--- src/rtl/conv_ctrl_seq_if.sv ---
// ---------------------------------------------------------------------------
// conv_ctrl_seq_if
// Bundles every non-clock/reset signal of the convolution control sequencer.
//
// Signals:
//   start                  job start pulse (environment -> controller)
//   i_/k_/b_TVALID         input, kernel and bias stream valids (in)
//   o_TREADY               output stream ready (in)
//   i_/k_/b_TREADY         stream readies (out)
//   o_TVALID, o_TLAST      output stream valid / last-of-job marker (out)
//   bias_load, mac_en      datapath strobes (out)
//   tap_idx[15:0]          current tap / kernel address (out)
//   busy, done             status: not idle / end-of-job pulse (out)
//   stall_cycles[31:0]     stall counter, present only with STALL_CNT_EN
//
// Modports:
//   master  the controller side (drives readies, strobes and status)
//   slave   the environment side (drives start, valids and o_TREADY)
//
// Optional feature macro: STALL_CNT_EN
// ---------------------------------------------------------------------------
interface conv_ctrl_seq_if;
  logic        start;
  logic        i_TVALID;
  logic        k_TVALID;
  logic        b_TVALID;
  logic        o_TREADY;
  logic        i_TREADY;
  logic        k_TREADY;
  logic        b_TREADY;
  logic        o_TVALID;
  logic        o_TLAST;
  logic        bias_load;
  logic        mac_en;
  logic [15:0] tap_idx;
  logic        busy;
  logic        done;
`ifdef STALL_CNT_EN
  logic [31:0] stall_cycles;

  modport master (
    input  start, i_TVALID, k_TVALID, b_TVALID, o_TREADY,
    output i_TREADY, k_TREADY, b_TREADY, o_TVALID, o_TLAST,
    output bias_load, mac_en, tap_idx, busy, done, stall_cycles
  );

  modport slave (
    output start, i_TVALID, k_TVALID, b_TVALID, o_TREADY,
    input  i_TREADY, k_TREADY, b_TREADY, o_TVALID, o_TLAST,
    input  bias_load, mac_en, tap_idx, busy, done, stall_cycles
  );
`else
  modport master (
    input  start, i_TVALID, k_TVALID, b_TVALID, o_TREADY,
    output i_TREADY, k_TREADY, b_TREADY, o_TVALID, o_TLAST,
    output bias_load, mac_en, tap_idx, busy, done
  );

  modport slave (
    output start, i_TVALID, k_TVALID, b_TVALID, o_TREADY,
    input  i_TREADY, k_TREADY, b_TREADY, o_TVALID, o_TLAST,
    input  bias_load, mac_en, tap_idx, busy, done
  );
`endif
endinterface

--- src/rtl/conv_ctrl_seq.sv ---
// ---------------------------------------------------------------------------
// conv_ctrl_seq
// Convolution control sequencer. For each output value of a job it accepts
// one bias beat, TAPS joint input/kernel beat pairs, waits MAC_LAT cycles for
// the datapath to settle and then presents one result beat. NUM_OUT results
// make up one job; the last one carries o_TLAST and is followed by a
// one-cycle done pulse.
//
// Parameters:
//   TAPS     MAC terms per output value (1..65535)
//   NUM_OUT  output values per job (1..65535)
//   MAC_LAT  datapath cycles from the last mac_en to a valid result (0..15)
//
// Ports:
//   clk      clock
//   reset    asynchronous, active-high reset
//   ctrl_io  conv_ctrl_seq_if.master: start, stream handshakes, datapath
//            strobes, tap_idx, busy, done (and stall_cycles, see below)
//
// Optional feature macro: STALL_CNT_EN
//   When defined, ctrl_io.stall_cycles counts MAC cycles without a beat pair
//   and OUT cycles with back-pressure; it saturates and clears on job start.
// ---------------------------------------------------------------------------
module conv_ctrl_seq #(
  parameter int TAPS    = 9,
  parameter int NUM_OUT = 16,
  parameter int MAC_LAT = 2
) (
  input logic             clk,
  input logic             reset,
  conv_ctrl_seq_if.master ctrl_io
);

  typedef enum logic [2:0] {
    IDLE,
    BIAS,
    MAC,
    DRAIN,
    OUT
  } state_t;

  localparam logic [15:0] TapLast = 16'(TAPS - 1);
  localparam logic [15:0] OutLast = 16'(NUM_OUT - 1);
  localparam logic [15:0] LatInit = 16'(MAC_LAT - 1);

  state_t      state_q, state_d;
  logic [15:0] tapCnt_q, tapCnt_d;
  logic [15:0] outCnt_q, outCnt_d;
  logic [15:0] latCnt_q, latCnt_d;
  logic        done_q, done_d;
  logic        fire;
  logic        isLast;

  // A beat pair is only taken when both streams offer data at once, so the
  // readies below are derived from this and neither stream moves alone.
  assign fire   = ctrl_io.i_TVALID & ctrl_io.k_TVALID;
  assign isLast = (outCnt_q == OutLast);

  // Status outputs: busy is purely a function of the state register, done is
  // the registered end-of-job pulse.
  assign ctrl_io.busy = (state_q != IDLE);
  assign ctrl_io.done = done_q;

  // State and counter registers. An asynchronous reset drops the job
  // immediately; because every ready is derived from IDLE-state decode, no
  // beat can be accepted while reset is asserted.
  always_ff @(posedge clk or posedge reset) begin
    if (reset) begin
      state_q  <= IDLE;
      tapCnt_q <= '0;
      outCnt_q <= '0;
      latCnt_q <= '0;
      done_q   <= 1'b0;
    end else begin
      state_q  <= state_d;
      tapCnt_q <= tapCnt_d;
      outCnt_q <= outCnt_d;
      latCnt_q <= latCnt_d;
      done_q   <= done_d;
    end
  end

  // Next-state and output decode. Each state only opens the handshake it
  // owns: bias ready in BIAS, input/kernel ready in MAC, result valid in OUT.
  // bias_load and mac_en live in different states so they can never overlap.
  // The DRAIN countdown starts at MAC_LAT-1 so the first result cycle lands
  // exactly MAC_LAT+1 cycles after the last mac_en.
  always_comb begin
    state_d           = state_q;
    tapCnt_d          = tapCnt_q;
    outCnt_d          = outCnt_q;
    latCnt_d          = latCnt_q;
    done_d            = 1'b0;
    ctrl_io.i_TREADY  = 1'b0;
    ctrl_io.k_TREADY  = 1'b0;
    ctrl_io.b_TREADY  = 1'b0;
    ctrl_io.o_TVALID  = 1'b0;
    ctrl_io.o_TLAST   = 1'b0;
    ctrl_io.bias_load = 1'b0;
    ctrl_io.mac_en    = 1'b0;
    ctrl_io.tap_idx   = '0;

    case (state_q)
      IDLE: begin
        if (ctrl_io.start) begin
          outCnt_d = '0;
          state_d  = BIAS;
        end
      end

      BIAS: begin
        ctrl_io.b_TREADY = 1'b1;
        if (ctrl_io.b_TVALID) begin
          ctrl_io.bias_load = 1'b1;
          tapCnt_d          = '0;
          state_d           = MAC;
        end
      end

      MAC: begin
        ctrl_io.i_TREADY = fire;
        ctrl_io.k_TREADY = fire;
        ctrl_io.mac_en   = fire;
        ctrl_io.tap_idx  = tapCnt_q;
        if (fire) begin
          tapCnt_d = tapCnt_q + 16'd1;
          if (tapCnt_q == TapLast) begin
            if (MAC_LAT == 0) begin
              state_d = OUT;
            end else begin
              latCnt_d = LatInit;
              state_d  = DRAIN;
            end
          end
        end
      end

      DRAIN: begin
        if (latCnt_q == 16'd0) begin
          state_d = OUT;
        end else begin
          latCnt_d = latCnt_q - 16'd1;
        end
      end

      OUT: begin
        ctrl_io.o_TVALID = 1'b1;
        ctrl_io.o_TLAST  = isLast;
        if (ctrl_io.o_TREADY) begin
          if (isLast) begin
            outCnt_d = '0;
            done_d   = 1'b1;
            state_d  = IDLE;
          end else begin
            outCnt_d = outCnt_q + 16'd1;
            state_d  = BIAS;
          end
        end
      end

      default: begin
        state_d = IDLE;
      end
    endcase
  end

`ifdef STALL_CNT_EN
  logic [31:0] stallCnt_q;
  logic        stallEvent;

  assign stallEvent = ((state_q == MAC) && !fire) ||
                      ((state_q == OUT) && !ctrl_io.o_TREADY);
  assign ctrl_io.stall_cycles = stallCnt_q;

  // Stall counter: one count per cycle the sequencer waits on a stream,
  // restarted by each accepted job and held at all-ones instead of wrapping.
  always_ff @(posedge clk or posedge reset) begin
    if (reset) begin
      stallCnt_q <= '0;
    end else if ((state_q == IDLE) && ctrl_io.start) begin
      stallCnt_q <= '0;
    end else if (stallEvent && (stallCnt_q != 32'hFFFF_FFFF)) begin
      stallCnt_q <= stallCnt_q + 32'd1;
    end
  end
`endif

endmodule

--- src/flat_wrapper.sv ---
// flat-port wrapper written by rule: the top's interface ports become plain ports
module conv_ctrl_seq_flat 
#(
  parameter int TAPS    = 9,
  parameter int NUM_OUT = 16,
  parameter int MAC_LAT = 2
)
  (clk, reset, ctrl_io_start, ctrl_io_i_TVALID, ctrl_io_k_TVALID, ctrl_io_b_TVALID, ctrl_io_o_TREADY, ctrl_io_i_TREADY, ctrl_io_k_TREADY, ctrl_io_b_TREADY, ctrl_io_o_TVALID, ctrl_io_o_TLAST, ctrl_io_bias_load, ctrl_io_mac_en, ctrl_io_tap_idx, ctrl_io_busy, ctrl_io_done);
  conv_ctrl_seq_if ctrl_io_i ();
  input logic clk;
  input logic reset;
  input wire logic [$bits(ctrl_io_i.start)-1:0] ctrl_io_start;
  input wire logic [$bits(ctrl_io_i.i_TVALID)-1:0] ctrl_io_i_TVALID;
  input wire logic [$bits(ctrl_io_i.k_TVALID)-1:0] ctrl_io_k_TVALID;
  input wire logic [$bits(ctrl_io_i.b_TVALID)-1:0] ctrl_io_b_TVALID;
  input wire logic [$bits(ctrl_io_i.o_TREADY)-1:0] ctrl_io_o_TREADY;
  output wire logic [$bits(ctrl_io_i.i_TREADY)-1:0] ctrl_io_i_TREADY;
  output wire logic [$bits(ctrl_io_i.k_TREADY)-1:0] ctrl_io_k_TREADY;
  output wire logic [$bits(ctrl_io_i.b_TREADY)-1:0] ctrl_io_b_TREADY;
  output wire logic [$bits(ctrl_io_i.o_TVALID)-1:0] ctrl_io_o_TVALID;
  output wire logic [$bits(ctrl_io_i.o_TLAST)-1:0] ctrl_io_o_TLAST;
  output wire logic [$bits(ctrl_io_i.bias_load)-1:0] ctrl_io_bias_load;
  output wire logic [$bits(ctrl_io_i.mac_en)-1:0] ctrl_io_mac_en;
  output wire logic [$bits(ctrl_io_i.tap_idx)-1:0] ctrl_io_tap_idx;
  output wire logic [$bits(ctrl_io_i.busy)-1:0] ctrl_io_busy;
  output wire logic [$bits(ctrl_io_i.done)-1:0] ctrl_io_done;
  assign ctrl_io_i.start = ctrl_io_start;
  assign ctrl_io_i.i_TVALID = ctrl_io_i_TVALID;
  assign ctrl_io_i.k_TVALID = ctrl_io_k_TVALID;
  assign ctrl_io_i.b_TVALID = ctrl_io_b_TVALID;
  assign ctrl_io_i.o_TREADY = ctrl_io_o_TREADY;
  assign ctrl_io_i_TREADY = ctrl_io_i.i_TREADY;
  assign ctrl_io_k_TREADY = ctrl_io_i.k_TREADY;
  assign ctrl_io_b_TREADY = ctrl_io_i.b_TREADY;
  assign ctrl_io_o_TVALID = ctrl_io_i.o_TVALID;
  assign ctrl_io_o_TLAST = ctrl_io_i.o_TLAST;
  assign ctrl_io_bias_load = ctrl_io_i.bias_load;
  assign ctrl_io_mac_en = ctrl_io_i.mac_en;
  assign ctrl_io_tap_idx = ctrl_io_i.tap_idx;
  assign ctrl_io_busy = ctrl_io_i.busy;
  assign ctrl_io_done = ctrl_io_i.done;
  conv_ctrl_seq #(.TAPS(TAPS), .NUM_OUT(NUM_OUT), .MAC_LAT(MAC_LAT)) u_core (.clk(clk), .reset(reset), .ctrl_io(ctrl_io_i));
endmodule
--- config.mk ---
export PLATFORM = sky130hd
export DESIGN_NAME = conv_ctrl_seq_flat
export DESIGN_NICKNAME = d
export VERILOG_FILES = /design/src/rtl/conv_ctrl_seq_if.sv /design/src/rtl/conv_ctrl_seq.sv /design/src/flat_wrapper.sv
export SDC_FILE = /design/constraint.sdc
export NUM_CORES = 1
export LEC_CHECK = 0
export BUFFER_PORTS_ARGS = -buffer_cell sky130_fd_sc_hd__buf_4
export CORE_MARGIN = 3
export CORE_UTILIZATION = 30
export DETAILED_ROUTE_END_ITERATION = 8
export PLACE_DENSITY = 0.5
export SETUP_SLACK_MARGIN = 0.1
export SLEW_MARGIN = 10
export SYNTH_ARGS = -nofsm -noshare
export SYNTH_HDL_FRONTEND = slang
export SYNTH_SLANG_ARGS = --single-unit
--- constraint.sdc ---
create_clock -name clk -period 2.75 [get_ports clk]
set_input_delay 0.6875 -clock clk [delete_from_list [all_inputs] [get_ports clk]]
set_output_delay 0.6875 -clock clk [all_outputs]
set_load 0.1 [all_outputs]
==> flow_summary.json, run 1 <==
{
  "total_power_w": 0.00234,
  "cts-root-buf": "clkbuf_8",
  "cp.arrival_ns": 1.83,
  "timing.fmax_ghz": 0.397,
  "met3_length_um": 286,
  "yosys_warnings": 0,
  "routed_wirelength_mm": 6.80,
  "synth_xor_area_frac": 0.0952,
  "regArea_mm2": 0.00130,
  "synth.distinct_cells": 46,
  "grt_usage": 0.125,
  "required_ns": 2.06,
  "grt_overflow_total": 0,
  "highest_layer": "met4",
  "drc": 0,
  "cts_num_sinks": 52,
  "vdd_ir_drop_max_mv": 0.442,
  "num_rows": 35,
  "ys.flop_type": "dfrtp_1",
  "routabilityCongestion": 0.829,
  "grt_max_degree": 24,
  "die_y_um": 105,
  "synth.most_common_cell": "nor2_1",
  "antenna_found_initial": 0,
  "cts_tree": "built",
  "synth_top_family_by_area": "simple AND/OR/NAND/NOR gates",
  "area_growth_pct": 19.3,
  "ys_top_cells_by_count": "nor2_1, dfrtp_1, nand2_1, xnor2_1, and2_1",
  "clock_skew_ns": 0.0110,
  "dr.pass1.iters": 4,
  "yosys.area_share.simple": 0.336,
  "drive_gt1_frac": 0.199,
  "drt_iter0_markers": 149,
  "avgSynthCellArea_um2": 8.98,
  "synth-adder-area-share": 0.0170,
  "hold_buffers": 0,
  "holdWs_ns": 0.298,
  "async_flop_share": 1.00,
  "synth_top_area_share": 0.442,
  "netlist_area_mm2": 0.00294,
  "routed-wl-met2_mm": 3.04,
  "path_clk_slew_ns": 0.10,
  "cts_buffers": 5,
  "worst_slew_pin_slew_ns": 0.411,
  "syn_nets": 339,
  "netlist_instances": 328,
  "start_util": 0.314,
  "drv_cap": 0,
  "ant_nets": 0,
  "viasPerCell": 4.92,
  "hold_viol_final": 0,
  "htreeDepth": 2,
  "grt_pass1_vias": 2342,
  "synth.area.top_cells": "dfrtp_1, nor2_1, xnor2_1",
  "hp-class": "input port to async pin",
  "io_buffers": 31,
  "synth_edf_count": 0,
  "fin_setup_tns_ns": 0,
  "grt_pass1_wl_mm": 11.7,
  "clkLatencyLatePin_ns": 0.31,
  "die_area_mm2": 0.0110,
  "die_w_um": 105,
  "setup_viol": 0,
  "crit_path_end_kind": "primary output",
  "core_mm2": 0.00937,
  "synth_mux_area_frac": 0.00765,
  "vias": 2439,
  "ios": 32,
  "worst-path-max-fanout": 5,
  "status": "completed",
  "fill_cells": 978,
  "synth_seq_area_share": 0.442,
  "yosys.area.top_type": "dfrtp_1",
  "min_period_ns": 2.52,
  "nNetsFinal": 377,
  "rsz0062_at_grt": "no",
  "synth_seq_cells": 52,
  "power.density_mw_per_mm2": 668,
  "start_kind": "flip-flop",
  "num_antenna_cells": 0,
  "p_leak_nw": 1.53,
  "fin_crit_sh": 0.916,
  "max_slew_margin": 0.724,
  "synth_compound_area_frac": 0.0693,
  "met1Wirelength_mm": 3.43,
  "wl_per_cell_um": 13.7,
  "multi_input_area_mm2": 0.00157,
  "dp_hpwl_mm": 5.08,
  "criticalPathCategory": "flip-flop to primary output",
  "clockBufferDepth": 2,
  "slew_viol_final": 0
}
[power by group]
part | total (W) | switching, W | leakage, nW | internal (W)
sequential | 0.000971 | 0.000110 | 0.673 | 0.000861
clock | 0.000544 | 0.000270 | 0.0548 | 0.000275
combinational | 0.000829 | 0.000578 | 0.798 | 0.000251
total | 0.00234 | 0.000958 | 1.53 | 0.00139
[registers in the layout, indices dropped and copies added (netlist names)]
name	cells
u_core.ctrl_io.done	1
u_core.latCnt_q	16
u_core.outCnt_q	16
u_core.state_q	3
u_core.tapCnt_q	16
[cell type report]
class,count,share of cell area
clock buffers,5,0.0196
clock inverters,3,0.0132
inverters,12,0.0128
multi-input cells,253,0.446
flip-flops and latches,52,0.371
well taps,129,0.0460
repair buffers,42,0.0919
[placed cells by master, fill, tap and decap left out, types with 10 or more instances in the layout]
master / Yosys / layout
nor3_1: 12 / 12
nand2_1: 22 / 22
dfrtp_1: 52 / 52
o21ai_0: 12 / 12
buf_4: 2 / 40
xnor2_1: 22 / 22
xor2_1: 10 / 10
nor2_1: 55 / 54
nand3_1: 12 / 12
inv_1: 12 / 11
[critical path: stages (launching register included)]
cell,delay [ns]
dfrtp_1,0.44
ha_1,0.22
nor4b_1,0.25
nand4_1,0.21
nor2_2,0.17
buf_6,0.24
[metal layers]
layer / up-vias / GRT usage
met5: - / 0
met4: 0 / 0.0225
met3: 4 / 0.0272
met2: 44 / 0.194
met1: 1177 / 0.181
li1: 1214 / -
[through the flow]
step | util | instance area [um2] | worst slack, ns | std cells
after floorplan | - | 2970 | -0.251 | 328
after global placement | 0.360 | 3370 | 0.457 | 486
after detailed placement | 0.360 | 3370 | 0.439 | 486
after CTS | 0.373 | 3490 | 0.128 | 494
after global routing | 0.375 | 3510 | 0.0999 | 496
final | 0.375 | 3510 | 0.230 | 496
[final timing paths]
kind	to	slack [ns]	depth (start not counted)	start
worst max register to register	u_core.latCnt_q[9]$_DFFE_PP0P_	0.45	8	u_core.latCnt_q[0]$_DFFE_PP0P_
min in group clk	u_core.latCnt_q[1]$_DFFE_PP0P_	0.55	1	u_core.latCnt_q[1]$_DFFE_PP0P_
max in group asynchronous	u_core.latCnt_q[12]$_DFFE_PP0P_	1.85	3	reset
worst min-delay path	u_core.outCnt_q[14]$_DFFE_PP0P_	0.30	2	reset
worst min register to register	u_core.latCnt_q[1]$_DFFE_PP0P_	0.55	1	u_core.latCnt_q[1]$_DFFE_PP0P_
worst max-delay path	ctrl_io_o_TLAST	0.23	5	u_core.outCnt_q[0]$_DFFE_PP0P_
[kinds of logic after synthesis]
kind of cell | after synthesis
AO/OA/AOI/OAI | 33
XOR/XNOR | 32
adder cells (fa/ha/maj) | 4
buffers and inverters | 23
flip-flops | 52
multiplexers | 2
AND/OR/NAND/NOR | 182
[timing repair]
action / 4_1_cts / 5_1_grt
setup endpoints to repair: 1 / 2
pin swaps: 0 / 1
buffers inserted: 0 / 2
gates resized for setup: 1 / 1
No activity file was read; power rests on OpenSTA's default activity.
==> inputs of run 2 (changes only) <==
--- a/config.mk
+++ b/config.mk
@@ -7,9 +7,9 @@
 export LEC_CHECK = 0
 export BUFFER_PORTS_ARGS = -buffer_cell sky130_fd_sc_hd__buf_4
 export CORE_MARGIN = 3
-export CORE_UTILIZATION = 30
+export CORE_UTILIZATION = 59
 export DETAILED_ROUTE_END_ITERATION = 8
-export PLACE_DENSITY = 0.5
+export PLACE_DENSITY = 0.84
 export SETUP_SLACK_MARGIN = 0.1
 export SLEW_MARGIN = 10
 export SYNTH_ARGS = -nofsm -noshare
==> flow_summary.json, run 2 (synthesized netlist as in run 1, its figures left out) <==
{
  "fill_cells": 356,
  "grt_max_degree": 25,
  "start_util": 0.615,
  "routed_wirelength_mm": 6.26,
  "path_clk_slew_ns": 0.10,
  "core_mm2": 0.00479,
  "timing.fmax_ghz": 0.397,
  "grt_pass1_wl_mm": 11.0,
  "cts_num_sinks": 52,
  "clockBufferDepth": 2,
  "max_slew_margin": 0.664,
  "setup_viol": 0,
  "hp-class": "input port to async pin",
  "routabilityCongestion": 0.869,
  "min_period_ns": 2.52,
  "die_w_um": 76.6,
  "io_buffers": 31,
  "layout_common_cells": "nor2_1, dfrtp_1, buf_4",
  "drc": 0,
  "p_sw_w": 0.000948,
  "start_kind": "flip-flop",
  "drv_cap": 0,
  "crit_path_end_kind": "primary output",
  "dp_hpwl_mm": 4.69,
  "nNetsFinal": 376,
  "p_int_w": 0.00138,
  "slew_viol_final": 0,
  "area_growth_pct": 16.1,
  "rsz0062_at_grt": "no",
  "wl_per_cell_um": 14.5,
  "num_antenna_cells": 0,
  "seqPwrFrac": 0.419,
  "largestRegisters": "u_core.latCnt_q x16, u_core.outCnt_q x16, u_core.tapCnt_q x16",
  "ant_nets": 0,
  "power.density_mw_per_mm2": 682,
  "path_buf_inv": 3,
  "layout_commonest_cell": "nor2_1",
  "viasPerCell": 5.68,
  "num_rows": 25,
  "antenna_found_initial": 0,
  "vdd_ir_drop_max_mv": 0.438,
  "drt_iter0_markers": 113,
  "hold_buffers": 0,
  "dp_cells": 424,
  "ios": 32,
  "cts_buffers": 5,
  "vias": 2461,
  "clkLatencyLatePin_ns": 0.31,
  "required_ns": 2.06,
  "slowest_delay_ns": 0.47,
  "p_leak_nw": 1.52,
  "fin_cells": 433,
  "worst-path-max-fanout": 17,
  "clkPwrFrac": 0.226,
  "cpMaxStageDelayCell": "dfrtp_1",
  "fin_setup_tns_ns": 0,
  "cts_tree": "built",
  "cts-root-buf": "clkbuf_8",
  "clock_skew_ns": 0.0104,
  "hold_viol_final": 0,
  "cp_top_family": "buffers and inverters",
  "cp.arrival_ns": 1.83,
  "grt_usage": 0.231,
  "fin_ws_ns": 0.228,
  "die_area_mm2": 0.00587,
  "status": "completed",
  "fin_crit_sh": 0.917,
  "criticalPathCategory": "flip-flop to primary output",
  "grt_pass1_vias": 2438,
  "drive_gt1_frac": 0.197,
  "netSwitchingFraction": 0.407,
  "die_y_um": 76.6,
  "crit_path_frequent_cell": "buf_4",
  "pre_cts_ws_ns": 0.480,
  "dr.pass1.iters": 4,
  "htreeDepth": 2,
  "crit_chain": "inv_1 -> nor3_1 -> buf_4 -> and3_4 -> buf_4",
  "grt_overflow_total": 0,
  "worst_slew_pin_slew_ns": 0.503,
  "pwr-share-comb": 0.356
}
[run 2: cell count changes in the layout (fill, tap and decap cells not counted)]
cell	before	now
inv_6	1	0
buf_6	2	1
clkinv_2	0	1
[run 2: area by class of cell]
class | count | area [um2] | share of cell area
inverters | 12 | 45.0 | 0.0132
repair buffers | 41 | 312 | 0.0911
multi-input cells | 253 | 1570 | 0.458
clock inverters | 3 | 42.5 | 0.0124
clock buffers | 5 | 68.8 | 0.0201
well taps | 67 | 83.8 | 0.0245
flip-flops and latches | 52 | 1300 | 0.381
[run 2: final timing paths]
kind / cells after the start / slack, ns / to / start
hold / removal: 2 / 0.40 / u_core.outCnt_q[14]$_DFFE_PP0P_ / reset
hold reg to reg: 1 / 0.55 / u_core.latCnt_q[1]$_DFFE_PP0P_ / u_core.latCnt_q[1]$_DFFE_PP0P_
setup reg to reg: 8 / 0.44 / u_core.latCnt_q[9]$_DFFE_PP0P_ / u_core.latCnt_q[0]$_DFFE_PP0P_
min in group clk: 1 / 0.55 / u_core.latCnt_q[1]$_DFFE_PP0P_ / u_core.latCnt_q[1]$_DFFE_PP0P_
setup / recovery: 5 / 0.23 / ctrl_io_i_TREADY / u_core.state_q[1]$_DFFE_PP0P_
max in group asynchronous: 3 / 1.75 / u_core.state_q[1]$_DFFE_PP0P_ / reset
[run 2: stage by stage]
stage	hold WS, ns	instance area (um2)	power (W)	util
finish	0.400	3420	0.00233	0.715
global route	0.438	3420	0.00248	0.715
CTS	0.413	3410	0.00234	0.712
detailed placement	0.524	3300	0.00181	0.689
global placement	0.518	3300	0.00180	0.689
floorplan	0.496	2970	0.00162	-
[run 2: routing by layer]
| metal | global-route usage | part of all wire |
|---|---|---|
| met1 | 0.312 | 0.46 |
| met2 | 0.375 | 0.48 |
| met3 | 0.0402 | 0.038 |
| met4 | 0.0870 | 0.017 |
| met5 | 0 | 0 |
[run 2: power by group through the flow]
stage / clock network, W / logic (W) / registers [W]
3_3_place_gp: 0 / 0.000815 / 0.000982
5_1_grt: 0.000571 / 0.000914 / 0.000994
3_5_place_dp: 0 / 0.000829 / 0.000986
2_1_floorplan: 0 / 0.000680 / 0.000938
4_1_cts: 0.000538 / 0.000835 / 0.000971
6_report: 0.000526 / 0.000829 / 0.000976
[run 2: what timing repair did]
action                                  4_1_cts  5_1_grt
hold endpoints to repair                      0        0
endpoints found under the setup margin        0        1
setup buffers                                 0        1
gates resized for setup                       0        1
[run 2: worst register-to-register path: stages (launching register included)]
cell	delay, ns
dfrtp_1	0.38
inv_1	0.09
ha_1	0.19
or4b_1	0.58
nor4_4	0.36
buf_4	0.20
nand2b_1	0.18
nor4_1	0.08
a21o_1	0.16
==> inputs of run 3 (changes only) <==
--- a/config.mk
+++ b/config.mk
@@ -9,6 +9,7 @@
 export CORE_MARGIN = 3
 export CORE_UTILIZATION = 59
 export DETAILED_ROUTE_END_ITERATION = 8
+export GPL_TIMING_DRIVEN = 0
 export PLACE_DENSITY = 0.84
 export SETUP_SLACK_MARGIN = 0.1
 export SLEW_MARGIN = 10
==> flow_summary.json, run 3 (synthesized netlist as in run 1, its figures left out) <==
{
  "largestRegisters": "u_core.latCnt_q x16, u_core.outCnt_q x16, u_core.tapCnt_q x16",
  "clock_skew_ns": 0.00703,
  "start_util": 0.615,
  "rrSetupSlack_ns": 0.34,
  "fill_cells": 356,
  "path_clk_slew_ns": 0.09,
  "worst-path-max-fanout": 10,
  "layout_common_cells": "nor2_1, dfrtp_1, buf_4",
  "clkLatencyLatePin_ns": 0.30,
  "antenna_found_initial": 0,
  "max_slew_margin": 0.388,
  "cts_num_sinks": 52,
  "start_kind": "flip-flop",
  "dr.pass1.iters": 4,
  "ant_nets": 0,
  "vias": 2513,
  "rsz0062_at_grt": "yes",
  "cts_tree": "built",
  "cts_buffers": 5,
  "p_leak_nw": 1.55,
  "grt_pass1_vias": 2404,
  "min_period_ns": 2.58,
  "worst_slew_pin_slew_ns": 0.912,
  "fin_crit_sh": 0.938,
  "routabilityCongestion": 0.859,
  "num_rows": 25,
  "criticalPathCategory": "flip-flop to primary output",
  "fin_cells": 438,
  "final_area_mm2": 0.00348,
  "drive_gt1_frac": 0.208,
  "htreeDepth": 2,
  "area_growth_pct": 18.2,
  "drt_iter0_markers": 162,
  "grt_max_degree": 37,
  "die_w_um": 76.6,
  "total_power_w": 0.00239,
  "grt_pass1_wl_mm": 11.4,
  "routed_wirelength_mm": 6.45,
  "die_area_mm2": 0.00587,
  "drc": 0,
  "num_antenna_cells": 0,
  "nNetsFinal": 381,
  "slew_viol_final": 0,
  "die_y_um": 76.6,
  "dp_hpwl_mm": 4.79,
  "grt_overflow_total": 0,
  "viasPerCell": 5.74,
  "core_mm2": 0.00479,
  "dp_cells": 427,
  "cp.arrival_ns": 1.89,
  "place_area_mm2": 0.00330,
  "clockBufferDepth": 2,
  "timing.fmax_ghz": 0.388,
  "status": "completed",
  "vdd_ir_drop_max_mv": 0.593,
  "ios": 32,
  "setup_viol": 0,
  "hp-class": "input port to async pin",
  "utilization": 0.727,
  "power.density_mw_per_mm2": 688,
  "io_buffers": 31,
  "grt_usage": 0.239,
  "required_ns": 2.06,
  "hold_viol_final": 0,
  "layout_commonest_cell": "nor2_1",
  "wl_per_cell_um": 14.7,
  "crit_path_end_kind": "primary output",
  "drv_cap": 0,
  "cts-root-buf": "clkbuf_8"
}
-- run 3: final cells by class --
class                           count  area (um2)  share of cell area
Sequential cell                    52        1300               0.374
Clock buffer                        6        72.6              0.0209
Clock inverter                      2        35.0              0.0101
Inverter                           12        45.0              0.0129
Timing Repair Buffer               35         292              0.0838
Multi-Input combinational cell    253        1580               0.453
Tap cell                           67        83.8              0.0241
Buffer                             11        72.6              0.0209
-- run 3: through the flow --
step / setup slack [ns] / setup TNS [ns] / hold slack, ns
floorplan: -0.251 / -1.03 / 0.496
global placement: -0.135 / -1.32 / 0.519
detailed placement: -0.218 / -2.14 / 0.528
CTS: 0.107 / 0 / 0.361
global route: 0.0661 / 0 / 0.367
finish: 0.170 / 0 / 0.349
-- run 3: path summary, 6_finish.rpt --
kind | from | endpoint | depth (start not counted)
worst max-delay path | u_core.state_q[2]$_DFFE_PP0P_ | ctrl_io_bias_load | 7
worst min-delay path | reset | u_core.outCnt_q[12]$_DFFE_PP0P_ | 2
worst max register to register | u_core.latCnt_q[0]$_DFFE_PP0P_ | u_core.latCnt_q[12]$_DFFE_PP0P_ | 7
worst min register to register | u_core.outCnt_q[1]$_DFFE_PP0P_ | u_core.outCnt_q[1]$_DFFE_PP0P_ | 2
max in group asynchronous | reset | u_core.latCnt_q[9]$_DFFE_PP0P_ | 3
min in group clk | u_core.outCnt_q[1]$_DFFE_PP0P_ | u_core.outCnt_q[1]$_DFFE_PP0P_ | 2
-- run 3: timing repair --
action,in CTS,in global routing
gates resized for setup,13,5
hold buffers,0,0
endpoints found under the setup margin,20,16
gates cloned,0,0
buffers inserted,2,1
pin swaps,1,2
-- run 3: layer usage --
layer  up-vias  share of wire  global-route usage
met5         -              0                   0
met4         0          0.014              0.0652
met3        12          0.047              0.0508
met2        67           0.48               0.382
met1      1211           0.45               0.329
li1       1223              -                   -
-- run 3: where the power goes --
group	total [W]	switching, W	internal (W)
registers	0.000950	0.0000885	0.000861
logic	0.000930	0.000633	0.000298
clock network	0.000514	0.000244	0.000270
-- run 3: worst max-delay path, stage by stage (launching register included) --
cell and delay, ns:
dfrtp_1 0.41, buf_4 0.19, inv_1 0.10, and3_2 0.23
and2_1 0.13, clkbuf_4 0.17, clkbuf_8 0.18, buf_12 0.18
